$ cat src/rtl/aqua_pkg.sv
// Shared constants for the water-level control path: class codes and
// the level-controller state encoding.
package aqua_pkg;

  localparam logic [2:0] CL_MUITO_BAIXO = 3'd0;
  localparam logic [2:0] CL_BAIXO       = 3'd1;
  localparam logic [2:0] CL_NORMAL      = 3'd2;
  localparam logic [2:0] CL_ALTO        = 3'd3;
  localparam logic [2:0] CL_MUITO_ALTO  = 3'd4;

  localparam logic [1:0] ST_OCIOSO  = 2'd0;
  localparam logic [1:0] ST_FECHADA = 2'd1;
  localparam logic [1:0] ST_ABERTA  = 2'd2;
  localparam logic [1:0] ST_FALHA   = 2'd3;

  // Codes 5..7 are reserved and behave like a discarded measurement.
  function automatic logic classe_valida(input logic [2:0] classe);
    return classe <= CL_MUITO_ALTO;
  endfunction

endpackage

$ cat src/rtl/confirmador_classe.sv
// Consecutive-class filter: tracks the last valid class and how many times
// in a row it was seen; flags the event on which the run reaches N_CONFIRMA.
module confirmador_classe
  import aqua_pkg::*;
#(
  parameter int N_CONFIRMA = 3
) (
  input  logic       clock,
  input  logic       reset,
  input  logic       evento,
  input  logic [2:0] classe,
  input  logic       limpa,
  output logic       confirmado,
  output logic [2:0] classe_conf
);

  localparam int CW = $clog2(N_CONFIRMA + 1);
  localparam logic [CW-1:0] CNT_MAX = CW'(N_CONFIRMA);
  localparam logic [CW-1:0] CNT_ONE = CW'(1);

  logic [2:0]    ultima_reg, ultima_next;
  logic [CW-1:0] conf_cnt_reg, conf_cnt_next;

  always_comb begin
    ultima_next   = ultima_reg;
    conf_cnt_next = conf_cnt_reg;
    confirmado    = 1'b0;
    if (limpa) begin
      ultima_next   = CL_NORMAL;
      conf_cnt_next = '0;
    end else if (evento) begin
      if (classe == ultima_reg) begin
        // Once saturated the run stays confirmed silently.
        if (conf_cnt_reg != CNT_MAX) begin
          conf_cnt_next = conf_cnt_reg + CNT_ONE;
          confirmado    = (conf_cnt_next == CNT_MAX);
        end
      end else begin
        ultima_next   = classe;
        conf_cnt_next = CNT_ONE;
        confirmado    = (CNT_MAX == CNT_ONE);
      end
    end
  end

  always_ff @(posedge clock or negedge reset) begin
    if (!reset) begin
      ultima_reg   <= CL_NORMAL;
      conf_cnt_reg <= '0;
    end else begin
      ultima_reg   <= ultima_next;
      conf_cnt_reg <= conf_cnt_next;
    end
  end

  assign classe_conf = classe;

endmodule

$ cat src/rtl/controle_valvula_nivel.sv
// Fill-valve controller: acts on confirmed level classes, drives buzzer pulses
// and latches into FALHA on repeated discards or an over-long fill.
module controle_valvula_nivel
  import aqua_pkg::*;
#(
  parameter int N_CONFIRMA   = 3,
  parameter int M_DESCARTES  = 4,
  parameter int T_ENCHIMENTO = 20
) (
  input  logic       clock,
  input  logic       reset,
  input  logic       fim_classificacao,
  input  logic [2:0] medida_classificacao,
  input  logic       descartar_medida,
  input  logic       limpa_falha,
  output logic       abre_valvula,
  output logic       liga_buzzer_alta,
  output logic       liga_buzzer_baixa,
  output logic       desliga_buzzers,
  output logic       zera_vlv,
  output logic       falha,
  output logic [1:0] db_estado
);

  localparam logic [3:0] M_MAX = 4'(M_DESCARTES);
  localparam logic [7:0] T_MAX = 8'(T_ENCHIMENTO);

  logic [1:0] estado_reg, estado_next;
  logic [3:0] desc_cnt_reg, desc_next;
  logic [7:0] fill_cnt_reg, fill_next;
  logic       fill_para_reg, fill_para_next;
  logic [2:0] prev_conf_reg, prev_next;
  logic       alarme_reg, alarme_next;
  logic       abre_reg, alta_reg, baixa_reg, desliga_reg, zera_reg, falha_reg;
  logic       alta_next, baixa_next, desliga_next, zera_next;
  logic       evento_valido, evento_desc, sai_falha, entra_falha;
  logic       confirmado;
  logic [2:0] classe_conf;

  assign sai_falha     = (estado_reg == ST_FALHA) && limpa_falha;
  assign evento_valido = fim_classificacao && (estado_reg != ST_FALHA) &&
                         !descartar_medida && classe_valida(medida_classificacao);
  assign evento_desc   = fim_classificacao && (estado_reg != ST_FALHA) &&
                         (descartar_medida || !classe_valida(medida_classificacao));

  confirmador_classe #(.N_CONFIRMA(N_CONFIRMA)) u_confirmador (
    .clock       (clock),
    .reset       (reset),
    .evento      (evento_valido),
    .classe      (medida_classificacao),
    .limpa       (sai_falha),
    .confirmado  (confirmado),
    .classe_conf (classe_conf)
  );

  always_comb begin
    estado_next    = estado_reg;
    desc_next      = desc_cnt_reg;
    fill_next      = fill_cnt_reg;
    fill_para_next = fill_para_reg;
    prev_next      = prev_conf_reg;
    alarme_next    = alarme_reg;
    alta_next      = 1'b0;
    baixa_next     = 1'b0;
    desliga_next   = 1'b0;
    zera_next      = 1'b0;
    entra_falha    = 1'b0;

    if (evento_desc) begin
      if (desc_cnt_reg != M_MAX) desc_next = desc_cnt_reg + 4'd1;
      if (desc_next == M_MAX) entra_falha = 1'b1;
    end else if (evento_valido) begin
      desc_next = '0;
    end

    // Fill timer counts every event while open until a NORMAL+ is confirmed.
    if ((estado_reg == ST_ABERTA) && (evento_valido || evento_desc) && !fill_para_reg) begin
      if (fill_cnt_reg != T_MAX) fill_next = fill_cnt_reg + 8'd1;
      if (fill_next == T_MAX) entra_falha = 1'b1;
    end

    if (sai_falha) begin
      estado_next    = ST_OCIOSO;
      zera_next      = 1'b1;
      desliga_next   = 1'b1;
      desc_next      = '0;
      fill_next      = '0;
      fill_para_next = 1'b0;
      prev_next      = CL_NORMAL;
      alarme_next    = 1'b0;
    end else if (entra_falha) begin
      estado_next = ST_FALHA;
      alta_next   = 1'b1;
      baixa_next  = 1'b1;
    end else if (confirmado) begin
      if ((classe_conf == CL_MUITO_BAIXO) && (prev_conf_reg != CL_MUITO_BAIXO)) baixa_next = 1'b1;
      if ((classe_conf == CL_MUITO_ALTO) && (prev_conf_reg != CL_MUITO_ALTO)) alta_next = 1'b1;
      if ((classe_conf == CL_MUITO_BAIXO) || (classe_conf == CL_MUITO_ALTO)) begin
        alarme_next = 1'b1;
      end else if (alarme_reg) begin
        desliga_next = 1'b1;
        alarme_next  = 1'b0;
      end
      prev_next = classe_conf;

      case (estado_reg)
        ST_OCIOSO, ST_FECHADA: begin
          if (classe_conf <= CL_BAIXO) begin
            estado_next    = ST_ABERTA;
            fill_next      = '0;
            fill_para_next = 1'b0;
          end else if (estado_reg == ST_OCIOSO) begin
            estado_next = ST_FECHADA;
          end
        end
        ST_ABERTA: begin
          // NORMAL keeps the valve open but ends the fill timeout window.
          if (classe_conf >= CL_NORMAL) fill_para_next = 1'b1;
          if (classe_conf >= CL_ALTO) estado_next = ST_FECHADA;
        end
        default: ;
      endcase
    end
  end

  always_ff @(posedge clock or negedge reset) begin
    if (!reset) begin
      estado_reg    <= ST_OCIOSO;
      desc_cnt_reg  <= '0;
      fill_cnt_reg  <= '0;
      fill_para_reg <= 1'b0;
      prev_conf_reg <= CL_NORMAL;
      alarme_reg    <= 1'b0;
      abre_reg      <= 1'b0;
      alta_reg      <= 1'b0;
      baixa_reg     <= 1'b0;
      desliga_reg   <= 1'b0;
      zera_reg      <= 1'b0;
      falha_reg     <= 1'b0;
    end else begin
      estado_reg    <= estado_next;
      desc_cnt_reg  <= desc_next;
      fill_cnt_reg  <= fill_next;
      fill_para_reg <= fill_para_next;
      prev_conf_reg <= prev_next;
      alarme_reg    <= alarme_next;
      abre_reg      <= (estado_next == ST_ABERTA);
      alta_reg      <= alta_next;
      baixa_reg     <= baixa_next;
      desliga_reg   <= desliga_next;
      zera_reg      <= zera_next;
      falha_reg     <= (estado_next == ST_FALHA);
    end
  end

  assign abre_valvula      = abre_reg;
  assign liga_buzzer_alta  = alta_reg;
  assign liga_buzzer_baixa = baixa_reg;
  assign desliga_buzzers   = desliga_reg;
  assign zera_vlv          = zera_reg;
  assign falha             = falha_reg;
  assign db_estado         = estado_reg;

endmodule
$ cat config.mk
export PLATFORM = sky130hd
export DESIGN_NAME = controle_valvula_nivel
export DESIGN_NICKNAME = d
export VERILOG_FILES = /design/src/rtl/aqua_pkg.sv /design/src/rtl/confirmador_classe.sv /design/src/rtl/controle_valvula_nivel.sv
export SDC_FILE = /design/constraint.sdc
export NUM_CORES = 1
export LEC_CHECK = 0
export BUFFER_PORTS_ARGS = -buffer_cell sky130_fd_sc_hd__buf_2
export CORE_ASPECT_RATIO = 0.9
export CORE_MARGIN = 3
export CORE_UTILIZATION = 40
export DETAILED_ROUTE_END_ITERATION = 12
export GPL_ROUTABILITY_DRIVEN = 0
export PLACE_DENSITY = 0.68
export SYNTH_ARGS = -nofsm -noshare
export SYNTH_HDL_FRONTEND = slang
export SYNTH_SLANG_ARGS = --single-unit
$ cat constraint.sdc
create_clock -name clock -period 2.05 [get_ports clock]
set_input_delay 0.3075 -clock clock [delete_from_list [all_inputs] [get_ports clock]]
set_output_delay 0.3075 -clock clock [all_outputs]
set_load 0.01 [all_outputs]
==> results.py <==
metrics = {
    "drt": {
        "routed_wl_mm": 3.93,
        "dr.pass1.iters": 4,
        "vias": 1483,
        "routed_via_density": 5.24,
        "post-route-drc-count": 0,
        "ant_nets": 0,
        "wire_per_inst_um": 13.9,
        "drtIter0Drc": 82,
    },
    "synth": {
        "synth_edf_count": 0,
        "ys_seq_elements": 30,
        "yosys-mux-area-fraction_pct": 1.10,
        "syn_inst": 191,
        "ys_types": 55,
        "syn_nets": 205,
        "yosysWarnings": 0,
        "synth_fa_ha_area_share_pct": 4.14,
        "synth_top_family_by_area": "simple AND/OR/NAND/NOR gates",
        "synthArstFlopShare_pct": 100,
        "synth_area_mm2": 0.00181,
        "synthSimpleGateAreaFrac_pct": 23.2,
        "synthFlopType": "dfrtp_1",
        "synth.avg_cell_area_um2": 9.50,
        "ys_seq_area_share_pct": 41.5,
        "synth_compound_area_share_pct": 19.6,
        "synth-xor-area-share_pct": 4.83,
    },
    "pwr": {
        "vdd.ir_drop.worst_v": 0.000595,
        "powerDensity_mw_per_mm2": 1040,
        "cellLeakagePower_nw": 1.05,
    },
    "sta": {
        "setup_viol": 0,
        "rsz0062_at_grt": "false",
        "timing.final.crit_share_pct": 95.9,
        "relSlewSlack_pct": 55.3,
        "slew_violations": 0,
        "fin_crit_ps": 1970,
        "worstMarginPinSlew_ps": 670,
        "final.setup.tns_ps": 0,
        "setup_slack_ps": 83.8,
        "max_freq_ghz": 0.509,
        "finClkSkew_ps": 5.78,
        "finalHoldViolations": 0,
    },
    "clocking": {
        "clockBufferDepth": 2,
        "cts_setup_buffers": 0,
        "cts_tree": "built",
        "clkSlewWorstSetupHoldPaths_ps": 70,
        "htreeDepth": 2,
        "cts_buffers": 5,
        "cts.sinks": 30,
        "cts_root_buf": "clkbuf_8",
        "insertion_delay_ps": 280,
    },
    "final_layout": {
        "largest_reg_flops": 8,
        "nets": 236,
        "fillers": 408,
        "drive_above_1_share_pct": 26.9,
        "register_area_um2": 754,
        "area_growth_syn_to_layout_pct": 16.8,
        "num_antenna_cells": 0,
        "multi_input_area_um2": 971,
    },
    "setup_path": {
        "worstSetupPathType": "reg2reg",
        "r2r-start": "fill_cnt_reg[0]$_DFF_PN0_",
        "crit_path_max_incr_delay_ps": 460,
        "worst-path-max-fanout": 6,
        "crit_chain": "inv_2, ha_1, nand3_1, or4_4, nand2b_4, o21ai_4, nand2_2, a32o_2",
        "crit_required_ps": 2220,
        "reg2reg_slack_ps": 80,
        "cp-startpoint": "fill_cnt_reg[0]$_DFF_PN0_",
        "worstPathArrival_ps": 2140,
        "cpLargestDelayFamily": "simple AND/OR/NAND/NOR gates",
        "start_kind": "register",
        "cp_slowest_cell": "or4_4",
        "path_buf_inv": 1,
        "crit_path_end_kind": "register",
    },
    "floorplanning": {
        "die_w_um": 77.0,
        "core_mm2": 0.00421,
        "start_util_pct": 43.1,
        "top_level_ports": 16,
        "rows": 22,
        "die-area_mm2": 0.00538,
        "die_h_um": 69.9,
    },
    "hold_path": {
        "hp-class": "in2async",
    },
    "global_routing": {
        "grt_max_degree": 31,
        "track_usage_pct": 15.8,
        "grt_pass1_wl_mm": 6.74,
        "grt_pass1_vias": 1452,
        "grt_overflow_total": 0,
        "antenna_found_initial": 0,
    },
    "job": {
        "drv_cap": 0,
    },
    "placement": {
        "numPortBuffers": 15,
        "preCtsSetupSlack_ps": 99.4,
        "place_hpwl_mm": 2.92,
    },
    "run_status": {
        "status": "completed",
    },
}
[final timing paths]
path,endpoint,cells past startpoint
min reg2reg,u_confirmador.ultima_reg[1]$_DFFE_PN1P_,2
max in group asynchronous,fill_cnt_reg[2]$_DFF_PN0_,1
min in group clock,u_confirmador.ultima_reg[0]$_DFFE_PN0P_,3
max reg2reg,prev_conf_reg[2]$_DFFE_PN0P_,8
min,liga_buzzer_baixa$_DFF_PN0_,1
max,prev_conf_reg[2]$_DFFE_PN0P_,8
[synth_stat cells (all sizes together), types with 2 or more instances]
cell,n,area [um2]
xor2,8,70.1
nor3b,2,15.0
dfrtp,28,701
buf,4,35.0
nand3,16,85.1
a211oi,3,35.0
and3,5,31.3
nor2,17,71.3
nand2,22,87.6
or3,2,13.8
and2,2,12.5
nand2b,2,20.0
inv,13,48.8
o21ai,13,80.1
a21oi,13,65.1
dfstp,2,52.6
or2,3,21.3
a32o,5,52.6
ha,6,75.1
nand4,2,12.5
clkbuf,2,17.5
mux2i,2,20.0
nor3,2,10.0
xnor2,2,17.5
[layout by cell type, fill, tap and decap left out, drive strengths merged, types with 3 or more instances in the layout]
cell	netlist	layout
o21ai	13	13
a211oi	3	3
xor2	8	8
nand2	22	22
buf	4	30
nor2	17	17
dfrtp	28	28
a21oi	13	13
or2	3	3
inv	13	13
clkbuf	2	6
nand3	16	16
ha	6	6
and3	5	5
a32o	5	5
[metal layers]
layer  track usage [%]  wire [um]  vias to the layer above
met5                 0          0                        -
li1                  -          -                      740
met4              8.89        108                        0
met2              22.3       1740                       32
met3              3.87        152                       10
met1              21.9       1940                      701
[stage by stage]
step | cells | power (mW) | utilization, % | hold WS, ps | instance area (um2)
after floorplan | 191 | 1.43 | - | 11.9 | 1810
after global placement | 275 | 1.70 | 48.1 | 390 | 2020
after detailed placement | 275 | 1.73 | 48.1 | 391 | 2020
after CTS | 283 | 2.20 | 50.0 | 83.6 | 2110
after global routing | 283 | 2.36 | 50.3 | 117 | 2120
final | 283 | 2.20 | 50.3 | 53.8 | 2120
[timing repair]
item | CTS | global route
hold buffers | 0 | 0
gates resized for setup | 0 | 2
endpoints found under the hold margin | 0 | 0
endpoints found under the setup margin | 0 | 1
[kinds of logic after synthesis]
group | Yosys count
simple gates | 78
compound gates | 46
flops | 30
buf+inv | 19
xor+xnor | 10
fa+ha+maj | 6
mux | 2
[area by class of cell]
class | count | share of cell area [%]
clock buffers | 6 | 3.42
clock inverters | 2 | 0.472
inverters | 13 | 2.30
multi-input cells | 142 | 45.8
flip-flops and latches | 30 | 35.6
well taps | 60 | 3.54
repair buffers | 30 | 8.85
[power breakdown]
| part | internal [mW] | switching (mW) | leakage (nW) | total (mW) |
|---|---|---|---|---|
| Combinational | 0.377 | 0.488 | 0.609 | 0.865 |
| Sequential | 0.746 | 0.133 | 0.392 | 0.879 |
| Clock | 0.235 | 0.222 | 0.0450 | 0.456 |
| Total | 1.36 | 0.843 | 1.05 | 2.20 |
No activity file was read; power rests on OpenSTA's default activity.
